$ cat src/rtl/sound_pkg.sv
// Shared types and elaboration-time helpers for the
// multi-voice sound oscillator.
package sound_pkg;

  typedef enum logic [1:0] {
    SQUARE,
    SAW,
    TRIANGLE,
    PULSE25
  } wave_mode_t;

  typedef enum logic [1:0] {
    IDLE,
    WAIT,
    RUN
  } voice_state_t;

  function automatic int calc_k(input int clk_hz,
                                input int steps);
    return clk_hz / steps;
  endfunction

  function automatic int calc_qw(input int k);
    return $clog2(k + 1);
  endfunction

endpackage

$ cat src/rtl/serial_divider.sv
// Restoring divider: constant dividend K over a runtime divisor,
// one quotient bit per cycle, tag carried alongside the job.
module serial_divider #(
  parameter int K      = 39062,
  parameter int Q_W    = 16,
  parameter int FREQ_W = 9,
  parameter int TAG_W  = 2
) (
  input  logic              clk,
  input  logic              rst,
  input  logic              start,
  input  logic [FREQ_W-1:0] divisor,
  input  logic [TAG_W-1:0]  tag_in,
  output logic              busy,
  output logic              done,
  output logic [Q_W-1:0]    quotient,
  output logic [TAG_W-1:0]  tag_out
);
  localparam int IW = $clog2(Q_W + 1);

  logic              busy_q, busy_d;
  logic [IW-1:0]     it_q, it_d;
  logic [FREQ_W-1:0] rem_q, rem_d;
  logic [FREQ_W-1:0] den_q, den_d;
  logic [Q_W-1:0]    quo_q, quo_d;
  logic [TAG_W-1:0]  tag_q, tag_d;
  logic [FREQ_W:0]   rem_sh, rem_n;
  logic [Q_W-1:0]    quo_n;
  logic              ge, last;

  assign last = (it_q == IW'(Q_W - 1));

  always_comb begin
    busy_d = busy_q;
    it_d   = it_q;
    rem_d  = rem_q;
    den_d  = den_q;
    quo_d  = quo_q;
    tag_d  = tag_q;
    rem_sh = {rem_q, quo_q[Q_W-1]};
    ge     = (rem_sh >= {1'b0, den_q});
    rem_n  = ge ? (rem_sh - {1'b0, den_q}) : rem_sh;
    quo_n  = {quo_q[Q_W-2:0], ge};
    if (busy_q) begin
      rem_d = rem_n[FREQ_W-1:0];
      quo_d = quo_n;
      it_d  = it_q + 1'b1;
      if (last) busy_d = 1'b0;
    end else if (start) begin
      busy_d = 1'b1;
      it_d   = '0;
      rem_d  = '0;
      quo_d  = Q_W'(K);
      den_d  = divisor;
      tag_d  = tag_in;
    end
  end

  always_ff @(posedge clk or posedge rst) begin
    if (rst) begin
      busy_q <= 1'b0;
      it_q   <= '0;
      rem_q  <= '0;
      den_q  <= '0;
      quo_q  <= '0;
      tag_q  <= '0;
    end else begin
      busy_q <= busy_d;
      it_q   <= it_d;
      rem_q  <= rem_d;
      den_q  <= den_d;
      quo_q  <= quo_d;
      tag_q  <= tag_d;
    end
  end

  // result is consumed on the edge that completes the last iteration
  assign busy     = busy_q;
  assign done     = busy_q && last;
  assign quotient = quo_n;
  assign tag_out  = tag_q;

endmodule

$ cat src/rtl/poly_oscillator.sv
// Multi-voice tone generator: per-voice period counters fed by a
// shared serial divider, summed into a registered mix sample.
module poly_oscillator
  import sound_pkg::*;
#(
  parameter int CLK_HZ     = 10_000_000,
  parameter int STEPS      = 256,
  parameter int FREQ_W     = 9,
  parameter int NUM_VOICES = 4
) (
  input  logic                           clk,
  input  logic                           rst,
  input  logic [NUM_VOICES-1:0]          playSound,
  input  logic [NUM_VOICES*FREQ_W-1:0]   freq,
  input  logic [NUM_VOICES*2-1:0]        mode,
  output logic [NUM_VOICES-1:0]          atMax,
  output logic [NUM_VOICES-1:0]          active,
  output logic [$clog2(STEPS)+$clog2(NUM_VOICES)-1:0] mix
);
  localparam int SW  = $clog2(STEPS);
  localparam int MW  = SW + $clog2(NUM_VOICES);
  localparam int K   = calc_k(CLK_HZ, STEPS);
  localparam int Q_W = calc_qw(K);
  localparam int VW  = (NUM_VOICES > 1) ? $clog2(NUM_VOICES) : 1;

  function automatic logic [SW-1:0] wave(input wave_mode_t m,
                                         input logic [SW-1:0] s);
    logic [SW-1:0] ramp;
    ramp = {s[SW-2:0], 1'b0};
    case (m)
      SQUARE:   wave = {SW{s[SW-1]}};
      SAW:      wave = s;
      TRIANGLE: wave = s[SW-1] ? ~ramp : ramp;
      default:  wave = {SW{&s[SW-1:SW-2]}};
    endcase
  endfunction

  logic [FREQ_W-1:0]     f_v [NUM_VOICES];
  logic [SW-1:0]         smp [NUM_VOICES];
  logic [NUM_VOICES-1:0] elig;
  logic                  grant_vld;
  logic [VW-1:0]         grant_idx;
  logic                  div_start, div_busy, div_done;
  logic [FREQ_W-1:0]     div_den;
  logic [Q_W-1:0]        div_q;
  logic [VW-1:0]         div_tag;
  logic [MW-1:0]         mix_q, mix_d;

  // lowest-index eligible voice wins the divider
  always_comb begin
    grant_vld = 1'b0;
    grant_idx = '0;
    for (int v = NUM_VOICES - 1; v >= 0; v--) begin
      if (elig[v]) begin
        grant_vld = 1'b1;
        grant_idx = VW'(v);
      end
    end
    div_start = grant_vld && !div_busy;
    div_den   = f_v[grant_idx];
  end

  serial_divider #(
    .K      (K),
    .Q_W    (Q_W),
    .FREQ_W (FREQ_W),
    .TAG_W  (VW)
  ) u_div (
    .clk      (clk),
    .rst      (rst),
    .start    (div_start),
    .divisor  (div_den),
    .tag_in   (grant_idx),
    .busy     (div_busy),
    .done     (div_done),
    .quotient (div_q),
    .tag_out  (div_tag)
  );

  for (genvar v = 0; v < NUM_VOICES; v++) begin : g_voice
    voice_state_t      state_q, state_d;
    logic [Q_W-1:0]    cnt_q, cnt_d, per_q, per_d;
    logic [SW-1:0]     step_q, step_d;
    logic [FREQ_W-1:0] jfreq_q, jfreq_d;
    logic              pend_q, pend_d, jok_q, jok_d;
    logic              at_q, at_d, act_q, act_d;
    logic              go, granted, landed;

    assign f_v[v]   = freq[v*FREQ_W +: FREQ_W];
    assign go       = playSound[v] && (f_v[v] != '0);
    assign elig[v]  = pend_q && go;
    assign granted  = div_start && (grant_idx == VW'(v));
    // jok drops when the voice idles, so a stale job is ignored
    assign landed   = div_done && (div_tag == VW'(v)) && jok_q;

    always_comb begin
      state_d = state_q;
      cnt_d   = cnt_q;
      per_d   = per_q;
      step_d  = step_q;
      jfreq_d = jfreq_q;
      pend_d  = pend_q;
      jok_d   = jok_q;
      at_d    = 1'b0;
      if (!go) begin
        state_d = IDLE;
        cnt_d   = '0;
        step_d  = '0;
        pend_d  = 1'b0;
        jok_d   = 1'b0;
      end else begin
        case (state_q)
          IDLE: begin
            state_d = WAIT;
            pend_d  = 1'b1;
          end
          WAIT: begin
            if (landed) begin
              state_d = RUN;
              per_d   = div_q;
              cnt_d   = '0;
              jok_d   = 1'b0;
            end
          end
          RUN: begin
            if (landed) begin
              per_d = div_q;
              cnt_d = '0;
              jok_d = 1'b0;
            end else if (cnt_q == per_q - 1'b1) begin
              cnt_d  = '0;
              step_d = step_q + 1'b1;
              at_d   = 1'b1;
            end else begin
              cnt_d = cnt_q + 1'b1;
            end
          end
          default: state_d = IDLE;
        endcase
        if (granted) begin
          pend_d  = 1'b0;
          jok_d   = 1'b1;
          jfreq_d = f_v[v];
        end else if (state_q != IDLE && f_v[v] != jfreq_q) begin
          pend_d = 1'b1;
        end
      end
      act_d = (state_d == RUN);
    end

    always_ff @(posedge clk or posedge rst) begin
      if (rst) begin
        state_q <= IDLE;
        cnt_q   <= '0;
        per_q   <= '0;
        step_q  <= '0;
        jfreq_q <= '0;
        pend_q  <= 1'b0;
        jok_q   <= 1'b0;
        at_q    <= 1'b0;
        act_q   <= 1'b0;
      end else begin
        state_q <= state_d;
        cnt_q   <= cnt_d;
        per_q   <= per_d;
        step_q  <= step_d;
        jfreq_q <= jfreq_d;
        pend_q  <= pend_d;
        jok_q   <= jok_d;
        at_q    <= at_d;
        act_q   <= act_d;
      end
    end

    assign smp[v]    = (state_q == RUN) ?
                       wave(wave_mode_t'(mode[v*2 +: 2]), step_q) : '0;
    assign atMax[v]  = at_q;
    assign active[v] = act_q;
  end

  always_comb begin
    mix_d = '0;
    for (int v = 0; v < NUM_VOICES; v++) begin
      mix_d = mix_d + MW'(smp[v]);
    end
  end

  always_ff @(posedge clk or posedge rst) begin
    if (rst) mix_q <= '0;
    else     mix_q <= mix_d;
  end

  assign mix = mix_q;

endmodule

$ cat config.mk
export PLATFORM = sky130hd
export DESIGN_NAME = poly_oscillator
export DESIGN_NICKNAME = d
export VERILOG_FILES = /design/src/rtl/sound_pkg.sv /design/src/rtl/serial_divider.sv /design/src/rtl/poly_oscillator.sv
export SDC_FILE = /design/constraint.sdc
export NUM_CORES = 1
export LEC_CHECK = 0
export CORE_MARGIN = 5
export CORE_UTILIZATION = 45
export CTS_CLUSTER_SIZE = 16
export DETAILED_ROUTE_END_ITERATION = 16
export DONT_BUFFER_PORTS = 1
export GPL_TIMING_DRIVEN = 0
export MAX_ROUTING_LAYER = met4
export PLACE_DENSITY_LB_ADDON = 0.08
export SLEW_MARGIN = 10
export SYNTH_ARGS = -nofsm -noshare
export SYNTH_HDL_FRONTEND = slang
export SYNTH_HIERARCHICAL = 1
export SYNTH_SLANG_ARGS = --single-unit
$ cat constraint.sdc
create_clock -name clk -period 23.2 [get_ports clk]
set_input_delay 5.8 -clock clk [delete_from_list [all_inputs] [get_ports clk]]
set_output_delay 5.8 -clock clk [all_outputs]
set_load 0.03 [all_outputs]
Yosys cells after proc, flatten, opt, wreduce, memory -nomap -nowiden:

Index checks and enable logic that the tools add are counted.
Widths: inputs -> output; s select.

* word-level logic and storage cells: 339
* register bits: 272
* output and inout port bits: 18
* bits of input ports: 50

* bitwise gates (word level): 6
* reductions and logical operators: 75
* eq/ne operators: 67
* muxes and demuxes: 129
* $add $sub $neg: 17
* $lt $le $gt $ge: 2

Operators by type and width (number)
* $mux 16: 18
* $mux 8: 24
* $pmux 16 s2: 4
* $pmux 8 s3: 4
* $add 16x1->16 const B: 4
* $eq 16x16->1: 4
* $sub 16x1->16 const B: 4
* $mux 1: 55
* $mux 9: 5
* $ne 9x9->1: 4
* $reduce_bool 9->1: 4
* $reduce_and 2->1: 17
* $add 8x1->8 const B: 4
* $eq 2x2->1 const B: 16
* $not 8->8: 4
* $logic_and 1x1->1: 26
* $mux 2: 12
* $ne 3x1->1 const B: 8
* $pmux 2 s3: 4
* $reduce_and 3->1: 8
* $eq 2x1->1 const B: 10
* $logic_not 2->1: 10
* $bmux 9 s2: 1
* $ne 2x1->1 const B: 8
* 18 further kinds: 38

Logic depth before layout (Yosys ltp):

* depth in word-level cells: 11
* mapped depth: 18
* gate-level depth less buffers: 18

Hierarchy:

The synthesis kept the hierarchy.

By module, submodules not included
* poly_oscillator: times used 1, cells an instance 1629, seq. area each 5755.5 µm², area an instance 14878.0 µm²
* serial_divider: times used 1, cells an instance 253, seq. area each 1051.0 µm², area an instance 2292.2 µm²

Worst setup path before layout:

Ideal clock, no wire load.

* kind: input to register
* start: input port mode[6]
* end: register mix_q[8], in the netlist mix[8]
* cell stages on the path: 16
* setup time: 0.080 ns
* buffers on the path: 1
* setup slack: 14.236 ns
* data arrival time: 8.884 ns
* data required time: 23.120 ns
* cell sequence: clkbuf_1 nand2b_1 nor2_1 nor3_1 fa_1 inv_1 fa_1 inv_1 ha_1 a21o_1 a21oi_1 o21bai_1 a21oi_1 o21bai_1 a21oi_1 xnor2_1

* cells in the longest elaborated chain, start to end: 4
* elaborated cells on any way between the ends: 6
* those cells by class: add/sub (1); eq/ne (2); mux (2); reduce/logical (1)

Ends and longest elaborated chain
* start: declaration: RTL line poly_oscillator.sv:15 `input logic [NUM_VOICES*2-1:0] mode,`
* $eq 2x2->1, or another cell as far along: RTL line poly_oscillator.sv:30 `case (m)`
* $pmux 8 s3 *: RTL line poly_oscillator.sv:30
* $mux 8 *: RTL line poly_oscillator.sv:175 `assign smp[v] = (state_q == RUN) ?`
* $add 10x8->10 *: RTL line poly_oscillator.sv:184 `mix_d = mix_d + MW'(smp[v]);`
* net mix_d[8]: RTL line poly_oscillator.sv:47 `logic [MW-1:0] mix_q, mix_d;`
* end signal: assignment: RTL line poly_oscillator.sv:190 `else mix_q <= mix_d;`
* end: declaration: RTL line poly_oscillator.sv:47

Mark *: on every way through the listed nets, which the timed path passes. The rest lies on a longest branch.
A chain may end at the register's enable or synchronous reset.

Worst setup path in the final report:

* start: input port mode[5]
* end: register mix_q[9], in the netlist mix[9]

* cells in the longest elaborated chain, start to end: 5
* elaborated cells on any way between the ends: 7
* those cells by class: add/sub (2); eq/ne (2); mux (2); reduce/logical (1)

Ends and longest elaborated chain (RTL line)
* $eq 2x2->1, or another cell as far along: poly_oscillator.sv:30
* $pmux 8 s3 *: poly_oscillator.sv:30
* $mux 8 *: poly_oscillator.sv:175
* $add 9x8->10 *: poly_oscillator.sv:184
* $add 10x8->10 *: poly_oscillator.sv:184
* net mix_d[9]: poly_oscillator.sv:47

Marked as above.

==> flow_metrics.tcl <==
set metrics [dict create \
    outcome "finished, final reports clean" \
    clock_latency_ns 0.54 \
    critPathArrivalTime_ns 9.38 \
    clkSinkCount 272 \
    reg2reg_depth 17 \
    endpoint_kind "flip-flop" \
    first_global_vias 13600 \
    numCtsBuffers 35 \
    met3_track_utilization_from_global_routing_pct 3.83 \
    ys.flop_type "sky130_fd_sc_hd__dfrtp_1" \
    number_of_failing_hold_endpoints_at_the_final_stage 0 \
    cts-htree-levels 2 \
    final_core_util_pct 50.8 \
    nNetsFinal 2043 \
    tightestPinTransition_ns 1.08 \
    worst-r2r-setup-slack_ns 18.94 \
    cp-endpoint "mix[9]" \
    total_via_count_after_detailed_routing 13900 \
    initial_core_utilization_pct 45.6 \
    detail-route-antenna-nets 0 \
    timing.setup.critical_path_class "input pin to flip-flop" \
    total_leakage_power_nw 8.54 \
    cts_hold_repair.buffers 0 \
    placement.cell_area_um2 17900 \
    cts_tree "yes" \
    design.portCount 68 \
    layout_min_cycle_time_ns 8.90 \
    min-delay-path-class "flip-flop to flip-flop" \
    met1_usage_pct 30.3 \
    drive_gt1_share_pct 11.1 \
    die-area_um2 42200 \
    post-route-worst-setup-slack_ns 14.30 \
    fin_crit_sh_pct 38.4 \
    first_pass_grt_wire_length_um 73100 \
    r2r_end "mix[9]" \
    detailedRoute.firstIterationViolations 688 \
    place_ws_ns 13.76 \
    core_area_um2 37700 \
    vdd_ir_drop_max_v 0.0000869 \
    synth_top_cell_by_area "sky130_fd_sc_hd__dfrtp_1" \
    ys.warnings.count 6 \
    n_diodes 0 \
    synth_net_count 2001 \
    sequential_to_total_area_share_from_yosys_stat_pct 39.6 \
    synth_area_per_cell_um2 9.12 \
    synth_cells 1882 \
    cts.repair.resized 0 \
    routedWlPerCell_um 18.0 \
    firstDrtPassIters 5 \
    drv.max_cap_violation_count 0 \
    core.rowCount 71 \
    routed_via_count_divided_by_cell_count 5.65 \
    synthDistinctLibCells 83 \
    worstSetupStartpointType "input pin" \
    post-dp-hpwl_um 32700 \
    timing_max_transition_violations_final 0 \
    fin_skew_ns 0.0146 \
    synth.cell_area_um2 17200 \
    pwr_density_cell_nw_per_um2 82.6 \
    achievable-frequency_mhz 112 \
    asyncSetResetFlopFracSynth_pct 100 \
    cp_max_fo 10 \
    final_area_um2 19100 \
    drc 0 \
    dieWidth_um 205 \
    crit_start "mode[5]" \
    place_congestion 0.896 \
    cts_root_buffer "sky130_fd_sc_hd__clkbuf_16" \
    finalSetupTns_ns 0 \
    final_setup_violation_count 0 \
    synth_edf_count 0 \
    layout_commonest_cell "sky130_fd_sc_hd__dfrtp_1" \
    yosys_register_bits 272 \
    overflow 0 \
    synthDominantCellAreaShare_pct 39.6 \
    grt_setup_unrepaired "no" \
    synthToLayoutAreaGrowth_pct 11.3 \
    netlist_top_cells_area "sky130_fd_sc_hd__dfrtp_1 (40%), sky130_fd_sc_hd__mux2_2 (6.1%), sky130_fd_sc_hd__xnor2_1 (4.3%)" \
    mostFrequentLayoutCells "sky130_fd_sc_hd__dfrtp_1 (272), sky130_fd_sc_hd__nand2_1 (193), sky130_fd_sc_hd__nor2_1 (173), sky130_fd_sc_hd__o21ai_0 (98), sky130_fd_sc_hd__mux2_2 (93)" \
    use_met2_pct 34.3 \
    fin_total_pwr_mw 1.58 \
    grt_start_max_net_pins 113 \
    most_utilized_layer_in_the_global_route_result "met2" \
    port_buffers 0 \
    clk_path_buf_depth 3 \
    antenna_violations_before_repair 0 \
    routed_wirelength_um 44400 \
    worstPathRequired_ns 23.67 \
    die_h_um 205 \
    cts.reportedPaths.clkPinSlew_ns 0.05 \
    grt_use_total_pct 22.1 \
    worst_slew_margin_rel_pct 27.3 \
    regToRegStartpoint "g_voice[3].state_q[0]" \
    post_cts.repair.setup_buffers 0 \
]
-- critical path, cell delays in order --
cell and delay (ns):
sky130_fd_sc_hd__clkbuf_1 0.29, sky130_fd_sc_hd__nand2b_1 0.29, sky130_fd_sc_hd__nor2_1 0.06, sky130_fd_sc_hd__nor3_1 0.37
sky130_fd_sc_hd__fa_1 0.53, sky130_fd_sc_hd__fa_1 0.55, sky130_fd_sc_hd__ha_1 0.16, sky130_fd_sc_hd__inv_1 0.06
sky130_fd_sc_hd__fa_1 0.40, sky130_fd_sc_hd__inv_1 0.07, sky130_fd_sc_hd__a21oi_1 0.06, sky130_fd_sc_hd__o21bai_1 0.21
sky130_fd_sc_hd__a21oi_1 0.11, sky130_fd_sc_hd__nor2_1 0.13, sky130_fd_sc_hd__o21ai_0 0.10, sky130_fd_sc_hd__nand2b_1 0.08
sky130_fd_sc_hd__a21o_1 0.11
-- where the power goes --
part           total (mW)  internal (mW)  switching [mW]  leakage, nW
registers           0.596          0.546          0.0503         3.64
logic               0.412          0.181           0.231         4.31
clock network       0.570          0.350           0.220        0.588
total                1.58           1.08           0.501         8.54
-- layer usage --
| layer | routed length (µm) | vias up |
|---|---|---|
| li1 | - | 6810 |
| met1 | 21200 | 6762 |
| met2 | 20100 | 250 |
| met3 | 2020 | 72 |
| met4 | 1020 | 0 |
| met5 | 0 | - |
-- sequential cells by signal, summed over array words and instances (netlist names), 5 cells and up --
register	flops
g_voice.cnt_q	64
g_voice.jfreq_q	36
mix	10
g_voice.step_q	32
g_voice.state_q	8
u_div/it_q	5
u_div/rem_q	9
u_div/quo_q	16
u_div/den_q	9
g_voice.per_q	64
-- cell usage after synthesis (16+ instances only) --
| master | number |
|---|---|
| sky130_fd_sc_hd__a21oi_1 | 88 |
| sky130_fd_sc_hd__nand4_1 | 16 |
| sky130_fd_sc_hd__nor3_1 | 64 |
| sky130_fd_sc_hd__nor4_1 | 31 |
| sky130_fd_sc_hd__mux2_2 | 93 |
| sky130_fd_sc_hd__nand2b_1 | 23 |
| sky130_fd_sc_hd__nor2_1 | 173 |
| sky130_fd_sc_hd__or3_1 | 32 |
| sky130_fd_sc_hd__buf_4 | 24 |
| sky130_fd_sc_hd__xor2_1 | 50 |
| sky130_fd_sc_hd__and3_1 | 45 |
| sky130_fd_sc_hd__nand2_1 | 193 |
| sky130_fd_sc_hd__inv_1 | 78 |
| sky130_fd_sc_hd__or4_1 | 19 |
| sky130_fd_sc_hd__a21o_1 | 18 |
| sky130_fd_sc_hd__o31ai_1 | 16 |
| sky130_fd_sc_hd__dfrtp_1 | 272 |
| sky130_fd_sc_hd__clkbuf_1 | 72 |
| sky130_fd_sc_hd__nand3_1 | 58 |
| sky130_fd_sc_hd__ha_1 | 52 |
| sky130_fd_sc_hd__o21ai_0 | 98 |
| sky130_fd_sc_hd__mux2i_1 | 18 |
| sky130_fd_sc_hd__xnor2_1 | 84 |
| sky130_fd_sc_hd__fa_1 | 17 |
-- layout make-up --
class	instances	area, µm²
buffer	105	495
clock buffer	43	957
clock inverter	18	239
fill	3570	18600
inverter	78	300
multi-input combinational	1427	9590
sequential	272	6810
tap	511	639
timing repair buffer	5	87.6
-- kinds of logic after synthesis --
| group | Yosys count | synth area share (%) |
|---|---|---|
| mux | 111 | 7.15 |
| buf+inv | 183 | 4.59 |
| compound gates | 375 | 14.5 |
| simple gates | 738 | 21.5 |
| xor+xnor | 134 | 6.84 |
| fa+ha+maj | 69 | 5.77 |
| flops | 272 | 39.6 |
-- worst min path at each step --
stage                  start             to  cells after the start
3_5_place_dp   u_div/it_q[4]  u_div/it_q[4]                      2
6_report       u_div/it_q[4]  u_div/it_q[4]                      2
5_1_grt        u_div/it_q[3]  u_div/it_q[3]                      1
3_3_place_gp   u_div/it_q[4]  u_div/it_q[4]                      2
4_1_cts        u_div/it_q[4]  u_div/it_q[4]                      2
2_1_floorplan  u_div/it_q[3]  u_div/it_q[3]                      1
-- stage by stage --
stage / hold slack [ns] / instances
finish: 0.480 / 2459
global route: 0.526 / 2459
CTS: 0.483 / 2459
detailed placement: 0.471 / 2398
global placement: 0.466 / 2393
floorplan: 0.443 / 1882
Note: power is estimated with default switching activity, not from simulation.
